`config.mk`:
```
export PLATFORM = sky130hd
export DESIGN_NAME = id_ex_stage
export DESIGN_NICKNAME = d
export VERILOG_FILES = /design/src/rtl/id_ex_stage.sv
export SDC_FILE = /design/constraint.sdc
export NUM_CORES = 1
export LEC_CHECK = 0
export CAP_MARGIN = 10
export CORE_AREA = 2 2 258 260
export CTS_BUF_LIST = sky130_fd_sc_hd__clkbuf_16
export DETAILED_ROUTE_END_ITERATION = 6
export DIE_AREA = 0 0 260 262
export GPL_TIMING_DRIVEN = 1
export SLEW_MARGIN = 10
export SYNTH_ARGS = -nofsm -noshare
export SYNTH_HDL_FRONTEND = slang
export SYNTH_SLANG_ARGS = --single-unit
```
`constraint.sdc`:
```
create_clock -name clk -period 3.6 [get_ports clk]
set_clock_uncertainty 0.1 [all_clocks]
set_input_delay 0.72 -clock clk [delete_from_list [all_inputs] [get_ports clk]]
set_output_delay 0.72 -clock clk [all_outputs]
set_load 0.02 [all_outputs]
```
`src/rtl/id_ex_stage.sv`:
```
// ID/EX pipeline register for the 5-stage LEGv8 core.
// It captures the decoded control bundle, the operands, the PC and the register indices,
// and presents them to EX one cycle later.
// It owns load-use hazard detection: it inserts one bubble and stalls PC and IF/ID.
// A branch flush from EX and an external hold (memory wait) are also honoured.
// Optional feature macro: ID_EX_PERF_EN enables the BubbleCnt/FlushCnt performance counters.
// When the macro is undefined, both counter outputs are tied to zero.
//
// Handshake: there is no valid/ready pair here.
// Stall is a combinational request that PC and IF/ID hold their contents this cycle.
// Hold freezes this register.
// Flush overrides both.

`ifndef BCOND_OP_NONE
`define BCOND_OP_NONE 3'd0
`endif

module id_ex_stage #(
    parameter int DWIDTH = 64,
    parameter int AWIDTH = 64
) (
    input  logic              clk,
    input  logic              rst,
    input  logic              Hold,
    input  logic              Flush,
    input  logic              ID_RegWrite,
    input  logic              ID_WRegLoc,
    input  logic              ID_ALUSrc,
    input  logic              ID_SregUp,
    input  logic              ID_MemRead,
    input  logic              ID_MemWrite,
    input  logic [1:0]        ID_ALUOp,
    input  logic [2:0]        ID_BranchOp,
    input  logic [1:0]        ID_MemtoReg,
    input  logic [AWIDTH-1:0] ID_PC,
    input  logic [DWIDTH-1:0] ID_RData1,
    input  logic [DWIDTH-1:0] ID_RData2,
    input  logic [DWIDTH-1:0] ID_Imm,
    input  logic [4:0]        ID_Rn,
    input  logic [4:0]        ID_Rm,
    input  logic [4:0]        ID_Rd,
    input  logic [10:0]       ID_Opcode,
    output logic              EX_RegWrite,
    output logic              EX_WRegLoc,
    output logic              EX_ALUSrc,
    output logic              EX_SregUp,
    output logic              EX_MemRead,
    output logic              EX_MemWrite,
    output logic [1:0]        EX_ALUOp,
    output logic [2:0]        EX_BranchOp,
    output logic [1:0]        EX_MemtoReg,
    output logic [AWIDTH-1:0] EX_PC,
    output logic [DWIDTH-1:0] EX_RData1,
    output logic [DWIDTH-1:0] EX_RData2,
    output logic [DWIDTH-1:0] EX_Imm,
    output logic [4:0]        EX_Rn,
    output logic [4:0]        EX_Rm,
    output logic [4:0]        EX_Rd,
    output logic [10:0]       EX_Opcode,
    output logic              Stall,
    output logic [31:0]       BubbleCnt,
    output logic [31:0]       FlushCnt
);

    // Control bundle: 6 single bits, ALUOp(2), BranchOp(3), MemtoReg(2).
    localparam int CTL_W = 13;
    // Data bundle: PC, three data words, three 5-bit indices, 11-bit opcode.
    localparam int DAT_W = AWIDTH + 3 * DWIDTH + 15 + 11;
    // A bubble has no architectural effect: no writes, no memory access, no branch.
    localparam logic [CTL_W-1:0] CTL_BUBBLE = {6'b0, 2'b0, `BCOND_OP_NONE, 2'b0};

    logic [CTL_W-1:0] ctl_in, ctl_d, ctl_q;
    logic [DAT_W-1:0] dat_in, dat_d, dat_q;
    logic             haz;

    assign ctl_in = {ID_RegWrite, ID_WRegLoc, ID_ALUSrc, ID_SregUp, ID_MemRead, ID_MemWrite,
                     ID_ALUOp, ID_BranchOp, ID_MemtoReg};
    assign dat_in = {ID_PC, ID_RData1, ID_RData2, ID_Imm, ID_Rn, ID_Rm, ID_Rd, ID_Opcode};

    assign {EX_RegWrite, EX_WRegLoc, EX_ALUSrc, EX_SregUp, EX_MemRead, EX_MemWrite,
            EX_ALUOp, EX_BranchOp, EX_MemtoReg} = ctl_q;
    assign {EX_PC, EX_RData1, EX_RData2, EX_Imm, EX_Rn, EX_Rm, EX_Rd, EX_Opcode} = dat_q;

    // A load in EX whose destination feeds the decode instruction.
    // XZR (register 31) is never a real producer, so it never triggers a hazard.
    assign haz   = EX_MemRead & (EX_Rd != 5'd31) & ((EX_Rd == ID_Rn) | (EX_Rd == ID_Rm));
    // A squashed instruction need not be stalled.
    // Reset also masks the stall request.
    assign Stall = haz & ~Flush & ~rst;

    // Next-state selection: Flush > Hold > hazard bubble > normal capture.
    always_comb begin
        ctl_d = ctl_q;
        dat_d = dat_q;
        if (Flush) begin
            ctl_d = CTL_BUBBLE;
            dat_d = dat_in;
        end else if (Hold) begin
            ctl_d = ctl_q;
            dat_d = dat_q;
        end else if (haz) begin
            ctl_d = CTL_BUBBLE;
            dat_d = dat_in;
        end else begin
            ctl_d = ctl_in;
            dat_d = dat_in;
        end
    end

    // Pipeline register with synchronous reset to the bubble state.
    always_ff @(posedge clk) begin
        if (rst) begin
            ctl_q <= CTL_BUBBLE;
            dat_q <= '0;
        end else begin
            ctl_q <= ctl_d;
            dat_q <= dat_d;
        end
    end

`ifdef ID_EX_PERF_EN
    logic [31:0] bubble_cnt_q, bubble_cnt_d;
    logic [31:0] flush_cnt_q, flush_cnt_d;
    logic        bubble_edge;

    // A bubble is counted only when the hazard is the reason the controls are cleared.
    assign bubble_edge  = haz & ~Flush & ~Hold;
    assign bubble_cnt_d = bubble_cnt_q + {31'd0, bubble_edge};
    assign flush_cnt_d  = flush_cnt_q + {31'd0, Flush};

    // Free-running performance counters that wrap naturally.
    always_ff @(posedge clk) begin
        if (rst) begin
            bubble_cnt_q <= '0;
            flush_cnt_q  <= '0;
        end else begin
            bubble_cnt_q <= bubble_cnt_d;
            flush_cnt_q  <= flush_cnt_d;
        end
    end

    assign BubbleCnt = bubble_cnt_q;
    assign FlushCnt  = flush_cnt_q;
`else
    assign BubbleCnt = '0;
    assign FlushCnt  = '0;
`endif

endmodule
```
==> impl_metrics.json <==
{
  "status": "completed",
  "p_clk_frac": 0.398,
  "finalHoldViolations": 0,
  "worst_slack_ps": 250,
  "clk_latency_ps": 530,
  "dp_slack_ps": -92.8,
  "power.share.switching": 0.271,
  "setup_viol": 0,
  "clock.fmax_mhz": 298,
  "start_util": 0.165,
  "synth_top_area_cell": "dfxtp_1",
  "worst_hold_path_type": "flip-flop to flip-flop",
  "use_met1": 0.135,
  "overflow": 0,
  "wl_microns": 42100,
  "drc": 0,
  "worst_pin_slew_ps": 791,
  "vias_per_cell": 3.81,
  "grt_first_pass_wirelength_microns": 61400,
  "ios": 659,
  "async_reset_ff_frac": 0,
  "crit_path_start": "ID_Rm[0]",
  "power.leakage_uw": 0.00718,
  "grt_pass1_vias": 10400,
  "fp.dieW_microns": 260,
  "relSlewSlack": 0.473,
  "first_pass_iters": 4,
  "htreeDepth": 2,
  "syn_area_sq_um": 10800,
  "area_growth_pct": 72.2,
  "cts_tree": "yes",
  "crit_fanout": 3,
  "drt-wirelength-per-cell_microns": 14.9,
  "synth.most_common_cell": "nand2_1",
  "synth_seq_area_share": 0.548,
  "drive_above_1_share": 0.0431,
  "hpwl_microns": 30700,
  "dieHeight_microns": 262,
  "synth_enable_flop_cells": 0,
  "synthFlopType": "dfxtp_1",
  "crit_arrival_ps": 2530,
  "rsz0062_at_grt": "no",
  "final_nets": 2227,
  "antenna_found_initial": 1,
  "ys_warn_count": 0,
  "globalRoute.busiestLayer": "met2",
  "p_int_uw": 6230,
  "r2r-end": "ctl_q[6]$_SDFFE_PP0N_",
  "min_period_over_period": 0.931,
  "worstPathRequired_ps": 2780,
  "crit_end": "Stall",
  "cts_hold_buf": 0,
  "ys_ff_latch": 295,
  "final_util": 0.284,
  "portBuffers": 594,
  "cts_sinks": 295,
  "pwr_density_cell_nw_per_um2": 461,
  "grt_util_met3": 0.0473,
  "gp_congestion": 0.776,
  "cap_violations": 0,
  "cts_max_path_buffers": 3,
  "grt_usage": 0.116,
  "design.core.area_sq_um": 65300,
  "grt_max_degree": 127,
  "vias": 10700,
  "cts_root_buf": "clkbuf_16",
  "grt_use_met2": 0.189,
  "clk_pin_slew_ps": 60,
  "synth_top_area_frac": 0.548,
  "worstReg2RegStart": "dat_q[13]$_SDFFE_PP0P_",
  "drtIter0Drc": 625,
  "ant_nets": 0,
  "yosys-top-cells-count": "nand2_1 (580), dfxtp_1 (295), a21oi_1 (282)",
  "placementRows": 94,
  "holdWs_ps": 347,
  "endpoint_kind": "output port",
  "reg2regPathDepth": 5,
  "period_minus_slack_ps": 3350,
  "power_uw": 8550,
  "ys_types": 19,
  "crit_type": "primary input to output port",
  "die-area_sq_um": 68100,
  "reg2reg_slack_ps": 1780,
  "combPwrFrac": 0.183,
  "cts_buffers": 35,
  "vdd_drop_max_mv": 0.331,
  "syn_inst": 1367,
  "netSwitchingPower_uw": 2320,
  "start_kind": "primary input",
  "power_frac_seq": 0.419,
  "drv_slew": 0,
  "avgSynthCellArea_sq_um": 7.88,
  "synth_area_leaders": "dfxtp_1 (55%), nand2_1 (20%), a21oi_1 (13%), buf_4 (4.5%), buf_2 (3.1%)"
}
==> state kept, by name (all words and copies together) (netlist names) <==
register and cells:
dat_q 282, ctl_q 13
==> metrics by stage <==
stage / cell area, sq um / TNS (ps) / std cells
final: 18600 / 0 / 2820
after global routing: 18500 / 0 / 2816
after CTS: 18500 / 0 / 2815
after detailed placement: 17500 / -92.8 / 2755
after global placement: 17500 / -91.7 / 2755
after floorplan: 11000 / 0 / 1430
==> layout by cell type (no fill, tap or decap), types with 7 or more instances in the layout <==
cell and count:
clkdlybuf4s50_1 592, clkinv_1 10, buf_12 9, o21ai_0 11
buf_4 21, conb_1 64, xnor2_1 10, dfxtp_1 295
clkbuf_16 37, a21oi_1 282, clkinv_2 7, nand2_1 580
a32oi_1 13
==> routing by layer <==
| layer | vias up | part of all wire |
|---|---|---|
| met5 | - | 0 |
| met4 | 0 | 0.031 |
| li1 | 5393 | - |
| met3 | 57 | 0.10 |
| met1 | 4838 | 0.40 |
| met2 | 457 | 0.46 |
==> critical path, cell delays in order <==
cell	delay (ps)
clkdlybuf4s50_1	510
xnor2_1	250
nand3_1	120
o22ai_2	170
buf_12	140
nor4b_1	220
dlygate4sd2_1	390
==> power groups by stage <==
stage / logic [uW] / registers [uW] / clock network [uW]
floorplan: 470 / 3890 / 0
global placement: 1580 / 3650 / 0
detailed placement: 1570 / 3650 / 0
CTS: 1580 / 3580 / 3560
global route: 1680 / 3610 / 3660
finish: 1560 / 3580 / 3400
==> timing repair <==
| item | 4_1_cts | 5_1_grt |
|---|---|---|
| setup endpoints to repair | 1 | 0 |
| buffers inserted | 0 | 0 |
| resized for setup | 1 | 0 |
==> final cells by class <==
type | count | area [sq um]
fillers | 7073 | 46700
repair buffers | 624 | 6290
flip-flops and latches | 295 | 5910
multi-input cells | 972 | 4190
well taps | 864 | 1080
clock buffers | 37 | 926
clock inverters | 23 | 151
diodes | 5 | 12.5
==> worst min-delay path by stage <==
stage / from / endpoint / slack (ps) / cells past startpoint
finish: dat_q[201]$_SDFFE_PP0P_ / dat_q[201]$_SDFFE_PP0P_ / 350 / 2
global placement: dat_q[217]$_SDFFE_PP0P_ / dat_q[217]$_SDFFE_PP0P_ / 340 / 2
global route: rst / dat_q[198]$_SDFFE_PP0P_ / 350 / 2
floorplan: dat_q[278]$_SDFFE_PP0P_ / dat_q[278]$_SDFFE_PP0P_ / 430 / 2
CTS: rst / dat_q[115]$_SDFFE_PP0P_ / 350 / 2
detailed placement: dat_q[244]$_SDFFE_PP0P_ / dat_q[244]$_SDFFE_PP0P_ / 340 / 2
==> cell families after synthesis <==
family                 Yosys count  share of synthesized area
other                            1                   0.000348
XOR/XNOR                        10                    0.00813
flip-flops                     295                      0.548
AO/OA/AOI/OAI                  310                      0.149
AND/OR/NAND/NOR                588                      0.207
buffers and inverters          163                     0.0872
(Power assumes the default switching activity.)
